[src/rtl/sweepctl_pkg.sv]
// Shared definitions for the triangle-sweep sequencer and its bench.
// State encodings are fixed so waveforms and the bench agree on them.
package sweepctl_pkg;

  typedef enum logic [1:0] {
    IDLE = 2'd0,
    LOAD = 2'd1,
    UP   = 2'd2,
    DOWN = 2'd3
  } state_t;

endpackage

[src/rtl/sweepctl_cnt.sv]
// N-bit load/up/down counter driven by sweepctl.
// The load input has priority over counting.
module sweepctl_cnt #(
  parameter int N = 4
) (
  input  logic         ck,
  input  logic         rst,
  input  logic         load,
  input  logic [N-1:0] val,
  input  logic         up,
  output logic [N-1:0] cnt
);

  logic [N-1:0] r_cnt;

  always_ff @(posedge ck) begin
    if (rst)
      r_cnt <= '0;
    else if (load)
      r_cnt <= val;
    else if (up)
      r_cnt <= r_cnt + {{(N-1){1'b0}}, 1'b1};
    else
      r_cnt <= r_cnt - {{(N-1){1'b0}}, 1'b1};
  end

  assign cnt = r_cnt;

endmodule

[src/rtl/sweepgen.sv]
// System wrapper pairing the sweep sequencer with its counter at a common width.
module sweepgen #(
  parameter int N = 4
) (
  input  logic         ck,
  input  logic         rst,
  input  logic         start,
  input  logic         stop,
  input  logic [N-1:0] lo,
  input  logic [N-1:0] hi,
  output logic [N-1:0] cnt,
  output logic         busy,
  output logic         wrap,
  output logic         err
);

  logic         w_load;
  logic [N-1:0] w_val;
  logic         w_up;

  sweepctl #(.N(N)) u_ctl (
    .ck    (ck),
    .rst   (rst),
    .start (start),
    .stop  (stop),
    .lo    (lo),
    .hi    (hi),
    .cnt   (cnt),
    .load  (w_load),
    .val   (w_val),
    .up    (w_up),
    .busy  (busy),
    .wrap  (wrap),
    .err   (err)
  );

  sweepctl_cnt #(.N(N)) u_cnt (
    .ck   (ck),
    .rst  (rst),
    .load (w_load),
    .val  (w_val),
    .up   (w_up),
    .cnt  (cnt)
  );

endmodule

[src/rtl/sweepctl.sv]
// Sequencer that steers an external load/up/down counter through a
// bounded triangle sweep lo..hi..lo, with start/stop control and status pulses.
module sweepctl
  import sweepctl_pkg::*;
#(
  parameter int N = 4
) (
  input  logic         ck,
  input  logic         rst,
  input  logic         start,
  input  logic         stop,
  input  logic [N-1:0] lo,
  input  logic [N-1:0] hi,
  input  logic [N-1:0] cnt,
  output logic         load,
  output logic [N-1:0] val,
  output logic         up,
  output logic         busy,
  output logic         wrap,
  output logic         err
);

  state_t       r_state;
  state_t       w_next;
  logic [N-1:0] r_lo_q;
  logic [N-1:0] r_hi_q;
  logic         r_wrap;
  logic         r_err;
  logic         w_capture;
  logic         w_wrap_nxt;
  logic         w_err_nxt;
  logic [N-1:0] w_hi_m1;
  logic [N-1:0] w_lo_p1;

  // Turn-around points sit one step inside the bounds so the counter lands exactly on them.
  assign w_hi_m1 = r_hi_q - {{(N-1){1'b0}}, 1'b1};
  assign w_lo_p1 = r_lo_q + {{(N-1){1'b0}}, 1'b1};

  always_ff @(posedge ck) begin
    if (rst) begin
      r_state <= IDLE;
      r_lo_q  <= '0;
      r_hi_q  <= '0;
      r_wrap  <= 1'b0;
      r_err   <= 1'b0;
    end else begin
      r_state <= w_next;
      r_wrap  <= w_wrap_nxt;
      r_err   <= w_err_nxt;
      if (w_capture) begin
        r_lo_q <= lo;
        r_hi_q <= hi;
      end
    end
  end

  always_comb begin
    w_next     = r_state;
    w_capture  = 1'b0;
    w_wrap_nxt = 1'b0;
    w_err_nxt  = 1'b0;
    case (r_state)
      IDLE: begin
        if (start && !stop) begin
          if (lo < hi) begin
            w_capture = 1'b1;
            w_next    = LOAD;
          end else begin
            w_err_nxt = 1'b1;
          end
        end
      end
      LOAD: w_next = UP;
      UP: begin
        if (cnt == w_hi_m1)
          w_next = DOWN;
      end
      DOWN: begin
        if (cnt == w_lo_p1) begin
          w_next     = UP;
          w_wrap_nxt = 1'b1;
        end
      end
      default: w_next = IDLE;
    endcase
    // A stop freezes the counter where it is, so no bound is reached and no wrap is due.
    if (stop) begin
      w_next     = IDLE;
      w_wrap_nxt = 1'b0;
    end
  end

  always_comb begin
    load = 1'b1;
    val  = cnt;
    up   = 1'b1;
    case (r_state)
      LOAD: val = r_lo_q;
      UP: begin
        load = 1'b0;
        up   = 1'b1;
      end
      DOWN: begin
        load = 1'b0;
        up   = 1'b0;
      end
      default: ;
    endcase
    if (stop) begin
      load = 1'b1;
      val  = cnt;
      up   = 1'b1;
    end
  end

  assign busy = (r_state != IDLE);
  assign wrap = r_wrap;
  assign err  = r_err;

endmodule
[config.mk]
export PLATFORM = sky130hd
export DESIGN_NAME = sweepgen
export DESIGN_NICKNAME = d
export VERILOG_FILES = /design/src/rtl/sweepctl_pkg.sv /design/src/rtl/sweepctl_cnt.sv /design/src/rtl/sweepgen.sv /design/src/rtl/sweepctl.sv
export SDC_FILE = /design/constraint.sdc
export NUM_CORES = 1
export LEC_CHECK = 0
export CAP_MARGIN = 20
export CORE_MARGIN = 3
export CORE_UTILIZATION = 45
export CTS_CLUSTER_SIZE = 12
export DETAILED_ROUTE_END_ITERATION = 6
export GPL_ROUTABILITY_DRIVEN = 0
export PLACE_DENSITY = 0.82
export SLEW_MARGIN = 30
export SYNTH_ARGS = -nofsm -noshare
export SYNTH_HDL_FRONTEND = slang
export SYNTH_HIERARCHICAL = 1
export SYNTH_SLANG_ARGS = --single-unit
[constraint.sdc]
create_clock -name ck -period 4.7 [get_ports ck]
set_clock_uncertainty 0.2 [all_clocks]
set_input_delay 0.47 -clock ck [delete_from_list [all_inputs] [get_ports ck]]
set_output_delay 0.47 -clock ck [all_outputs]
set_load 0.01 [all_outputs]
# --- Word level (Yosys, flattened, before mapping) ---
# Index checks and enable logic that the tools add are counted.
op_classes:
  add_sub_neg: 4
  n_mux: 18
  order_cmp: 1
  eq_ne: 11
  reduce_logical: 10
  bitwise_logic: 3
op_table:
  columns: ["operator", "n"]
  rows:
  - ["two-way mux 4 bit", 4]
  - ["two-way mux 1 bit", 9]
  - ["adder 4 x 1 -> 4 bit, second input constant", 2]
  - ["equality test 4 bit", 2]
  - ["two-way mux 2 bit", 4]
  - ["inequality test 2 x 1 -> 1 bit, second input constant", 4]
  - ["case mux 2 bit (4 select lines)", 1]
  - ["subtractor 4 x 1 -> 4 bit, second input constant", 2]
  - ["OR reduction 3 bit", 2]
  - ["equality test 2 bit, second input constant", 2]
  - ["< comparator 4 bit", 1]
  - ["inequality test 2 bit, second input constant", 2]
  - ["AND reduction 4 bit", 1]
  - ["OR reduction 2 bit", 2]
  - ["NOT 1 bit", 3]
  - ["equality test 2 x 1 -> 1 bit, second input constant", 1]
  - ["logical NOT 2 bit", 1]
  - ["AND reduction 2 bit", 1]
  - ["nonzero test 2 bit", 1]
  - ["logical AND 1 bit", 1]
  - ["logical NOT 1 bit", 1]
totals:
  elab_cells: 53
  ff_bits: 16
  input_bits: 12

# --- Logic depth before layout (Yosys ltp) ---
logic_depth:
  word_depth: 6
  ltp_mapped: 7
  depth_no_buf: 7

# --- Modules after synthesis ---
# Netlist, hierarchy kept.
modules_own_cells:
  columns: ["module", "instances", "seq_area_each_um2", "area_per_inst_um2", "cells_per_inst"]
  rows:
  - ["sweepctl", 1, 240.2, 787.0, 78]
  - ["sweepctl_cnt", 1, 80.1, 245.2, 25]

# --- Least setup slack after synthesis ---
# OpenSTA, ideal clock, no wires.
synth_timing:
  path_type: "in2reg"
  start: "input hi[1]"
  end: "register u_ctl.r_hi_q[0]"
  required_ns: 4.372
  arrival_ns: 1.532
  n_path_buf: 0
  setup_slack_ns: 2.840
  cell_stages: 6
  path_cell_list: "inv_1 -> ha_1 -> a2111oi_4 -> o21ai_4 -> mux2i_1 -> nor2_1"
synth_between:
  elab_chain_len: 4
synth_rtl:
  columns: ["element", "line_no", "text"]
  rows:
  - ["start: declaration", "sweepgen.sv:10", "input logic [N-1:0] hi,"]
  - ["< comparator 4 bit", "sweepctl.sv:65", "if (lo < hi) begin"]
  - ["two-way mux 1 bit", "sweepctl.sv:65", null]
  - ["two-way mux 1 bit", "sweepctl.sv:64", "if (start && !stop) begin"]
  - ["two-way mux 1 bit", "sweepctl.sv:62", "case (r_state)"]
  - ["end signal: assignment", "sweepctl.sv:52", "r_hi_q <= hi;"]
  - ["end: declaration", "sweepctl.sv:26", "logic [N-1:0] r_hi_q;"]
# No other way between the ends.
# A chain may end at the register's enable or synchronous reset.

# --- Final worst setup path ---
layout_timing:
  start: "input stop"
  end: "register u_cnt.r_cnt[3] (netlist: u_cnt/cnt[3])"
layout_between:
  elab_chain_len: 3
  word_cells_on_any_way: 7
layout_rtl:
  columns: ["element", "line_no", "text"]
  rows:
  - ["start: declaration", "sweepgen.sv:8", "input logic stop,"]
  - ["two-way mux 1 bit", "sweepctl.sv:109", "if (stop) begin"]
  - ["net w_up", "sweepgen.sv:19", "logic w_up;"]
  - ["two-way mux 4 bit", "sweepctl_cnt.sv:21", "else if (up)"]
  - ["two-way mux 4 bit", "sweepctl_cnt.sv:19", "else if (load)"]
  - ["end signal: assignment", "sweepctl_cnt.sv:20", "r_cnt <= val;"]
  - ["end signal: assignment", "sweepctl_cnt.sv:22", "r_cnt <= r_cnt + {{(N-1){1'b0}}, 1'b1};"]
  - ["end signal: assignment", "sweepctl_cnt.sv:24", "r_cnt <= r_cnt - {{(N-1){1'b0}}, 1'b1};"]
  - ["end: declaration", "sweepctl_cnt.sv:14", "logic [N-1:0] r_cnt;"]
# The timed path passes the listed nets, and every way through them passes these cells.

==> metrics.md <==
| Metric | Value |
|---|---|
| Commonest non-fill, non-tap cells in the layout | `18 x clkdlybuf4s50_1, 17 x nor2_1, 16 x dfxtp_1` |
| Worst r2r path cells | `4` |
| IO Pins | `19` |
| Largest area contributor in the netlist | `dfxtp_1` |
| CP required | `4.71 ns` |
| Hpwl dp | `1610 um` |
| Layout area overhead | `22.8%` |
| Die footprint | `2900 um^2` |
| Initial Utilization | `50.1%` |
| Leakage power | `0.586 nW` |
| Sequential cell area | `320 um^2` |
| Crit. End Element | `register` |
| Die W | `53.9 um` |
| M3 GR Usage | `3.32%` |
| Root Buffer | `clkbuf_4` |
| CP Data Arrival Time | `2.42 ns` |
| Core Area | `2060 um^2` |
| Crit Path Max Fanout | `8` |
| Startpoint Class | `input pin` |
| Syn Area/Cell | `10.0 um^2` |
| Fraction of layout cells with a size suffix above 1 | `12.2%` |
| Seq pwr share | `50.5%` |
| Worst-path clk slew | `0.09 ns` |
| Vias in the first global route | `777` |
| Pint | `215 uW` |
| CTS tree | `yes` |
| Worst r2r src | `u_ctl/r_state[0]` |
| Hold slack | `0.327 ns` |
| GRT Util Overall | `17.2%` |
| Register area share after synthesis | `31.0%` |
| Multi-input gate area | `671 um^2` |
| GRT met1 Usage | `19.6%` |
| Fillers | `182` |
| Htree depth | `1` |
| DP Area | `1230 um^2` |
| Pwr per Cell Area | `225 nW/um^2` |
| Status | `complete, no violations` |
| P_sw | `70.9 uW` |
| Largest cells by area after synthesis | `dfxtp_1 31%, mux2i_1 9.7%, ha_1 8.5%` |
| Sw Share | `24.9%` |
| Synth Net Count | `123` |
| Min-Delay Path Depth | `2` |
| Yosys cell types | `29` |
| Grt total ovfl | `0` |
| Setup TNS | `0 ns` |
| RSZ-0062 raised after global routing | `false` |
| Hold EP | `u_ctl/r_hi_q[3]` |
| Most common cell after layout, fill and taps aside | `clkdlybuf4s50_1` |
| Skew-Pair Late Insertion Delay | `0.29 ns` |
| HP Start | `u_ctl/r_hi_q[3]` |
| Fin crit share | `51.2%` |
| Setup Buffers After CTS | `0` |
| Clock sink count | `16` |
| Global-route wire length before repair | `3480 um` |
| Worst Hold Class | `register to register` |
| RR Endpoint | `u_cnt/cnt[0]` |
| Antenna violations before repair | `0` |
| CTS Buffer Depth | `2` |
| Clock power frac | `31.6%` |
| Warnings from Yosys | `6` |
| Cells after synthesis | `103` |
| Worst-margin pin slew | `0.760 ns` |
| Minimum clock period | `2.41 ns` |
| Drt pass-1 iters | `4` |
| Final Setup Violations | `0` |
| Final design utilization | `61.5%` |
| Worst slew margin | `49.2%` |
| Post-route ant nets | `0` |
| DRC Markers | `0` |
| Top-area cell type share of the netlist area | `31.0%` |
| CP Class | `input pin to register` |
| Max-Cap Viols | `0` |
| Post-Syn Area | `1030 um^2` |
| Combinational cell fraction of total power | `17.9%` |
| DR WL/cell | `13.8 um` |
| Fmax | `416 MHz` |
| Final Hold Viols | `0` |
| Register bit total from synthesis | `16` |
| Initial DRC Count | `13` |
| Hold-fix buffers, CTS | `0` |
| Clock buffer count from CTS | `3` |
| Total routed wirelength | `2080 um` |
| FF-to-FF setup slack | `2.69 ns` |
| Die Y | `53.9 um` |
| VDD IR max | `0.148 mV` |
| N_diodes | `0` |
| Via count | `795` |
| Largest net degree at the start of global routing | `21` |
| Design area | `1270 um^2` |
| Port bufs | `18` |
| Max-slew violation count | `0` |
| Num rows | `16` |
| # resized after CTS | `0` |
| Nets | `144` |
| Met2 usage | `29.8%` |
| Most Crowded Layer GR | `met2` |
| Vias per inst | `5.30` |
[power groups by stage]
stage	clock, mW	combinational [mW]	sequential (mW)
after global routing	0.0971	0.0561	0.145
after detailed placement	0	0.0515	0.147
after floorplan	0	0.0327	0.146
after global placement	0	0.0495	0.147
after CTS	0.0924	0.0517	0.144
final	0.0901	0.0511	0.144
[worst max-delay path, stage by stage]
cell and delay, ns:
clkdlybuf4s50_1 0.67, nand3b_1 0.23, inv_1 0.11, ha_1 0.34
a21oi_1 0.10, a2111o_1 0.43, o211ai_2 0.07
[area by class of cell]
class                   count  area share (%)
clock buffers               4            2.86
inverters                   7            2.07
multi-input cells          78            52.9
flip-flops and latches     16            25.3
well taps                  27            2.67
repair buffers             18            14.2
[through the flow]
| stage | total power, mW | std cells | setup slack [ns] |
|---|---|---|---|
| floorplan | 0.179 | 103 | 2.84 |
| global placement | 0.197 | 146 | 2.10 |
| detailed placement | 0.199 | 146 | 2.02 |
| CTS | 0.288 | 150 | 2.32 |
| global route | 0.298 | 150 | 2.21 |
| finish | 0.285 | 150 | 2.29 |
[registers in the layout, indices dropped and copies added (netlist names)]
signal	flops
u_cnt/cnt	4
u_ctl/r_hi_q	4
u_ctl/r_lo_q	4
u_ctl/r_state	2
u_ctl/err	1
u_ctl/wrap	1
[worst max path at each step]
| stage | slack, ns | cells after the start | startpoint | endpoint |
|---|---|---|---|---|
| global placement | 2.10 | 7 | stop | u_cnt/cnt[3] |
| finish | 2.29 | 7 | stop | u_cnt/cnt[3] |
| CTS | 2.32 | 7 | stop | u_cnt/cnt[3] |
| detailed placement | 2.02 | 7 | stop | u_cnt/cnt[3] |
| global route | 2.21 | 7 | stop | u_cnt/cnt[3] |
| floorplan | 2.84 | 6 | hi[1] | u_ctl/r_hi_q[0] |
[synthesized netlist by cell type]
cell type  count
o21a_1         1
o21ai_4        1
o311ai_2       1
a31o_2         1
nand3_1        2
a21oi_1        2
a2111oi_4      1
nor4b_4        1
nand2b_1       1
nor3_1         3
a2111o_1       1
xnor2_1        7
nand2_1        1
mux2i_1       10
nor3b_1        1
xor2_1         6
inv_1          7
dfxtp_1       16
o211ai_2       1
nor4b_1        2
nand2b_4       1
mux2_2         4
clkbuf_1       1
ha_1           7
buf_6          1
fa_1           1
nand3b_1       1
nand4_1        4
nor2_1        17
[logic make-up after synthesis]
group,share of synthesized area [%]
AO/OA/AOI/OAI,10.7
AND/OR/NAND/NOR,18.8
adder cells (fa/ha/maj),10.4
XOR/XNOR,11.0
buffers and inverters,4.00
multiplexers,14.1
flip-flops,31.0
[metal layers]
| layer | wire [um] | vias to the layer above |
|---|---|---|
| met2 | 1020 | 22 |
| met3 | 100 | 4 |
| met4 | 48 | 0 |
| li1 | - | 404 |
| met1 | 908 | 365 |
| met5 | 0 | - |
Note: power is estimated with default switching activity, not from simulation.
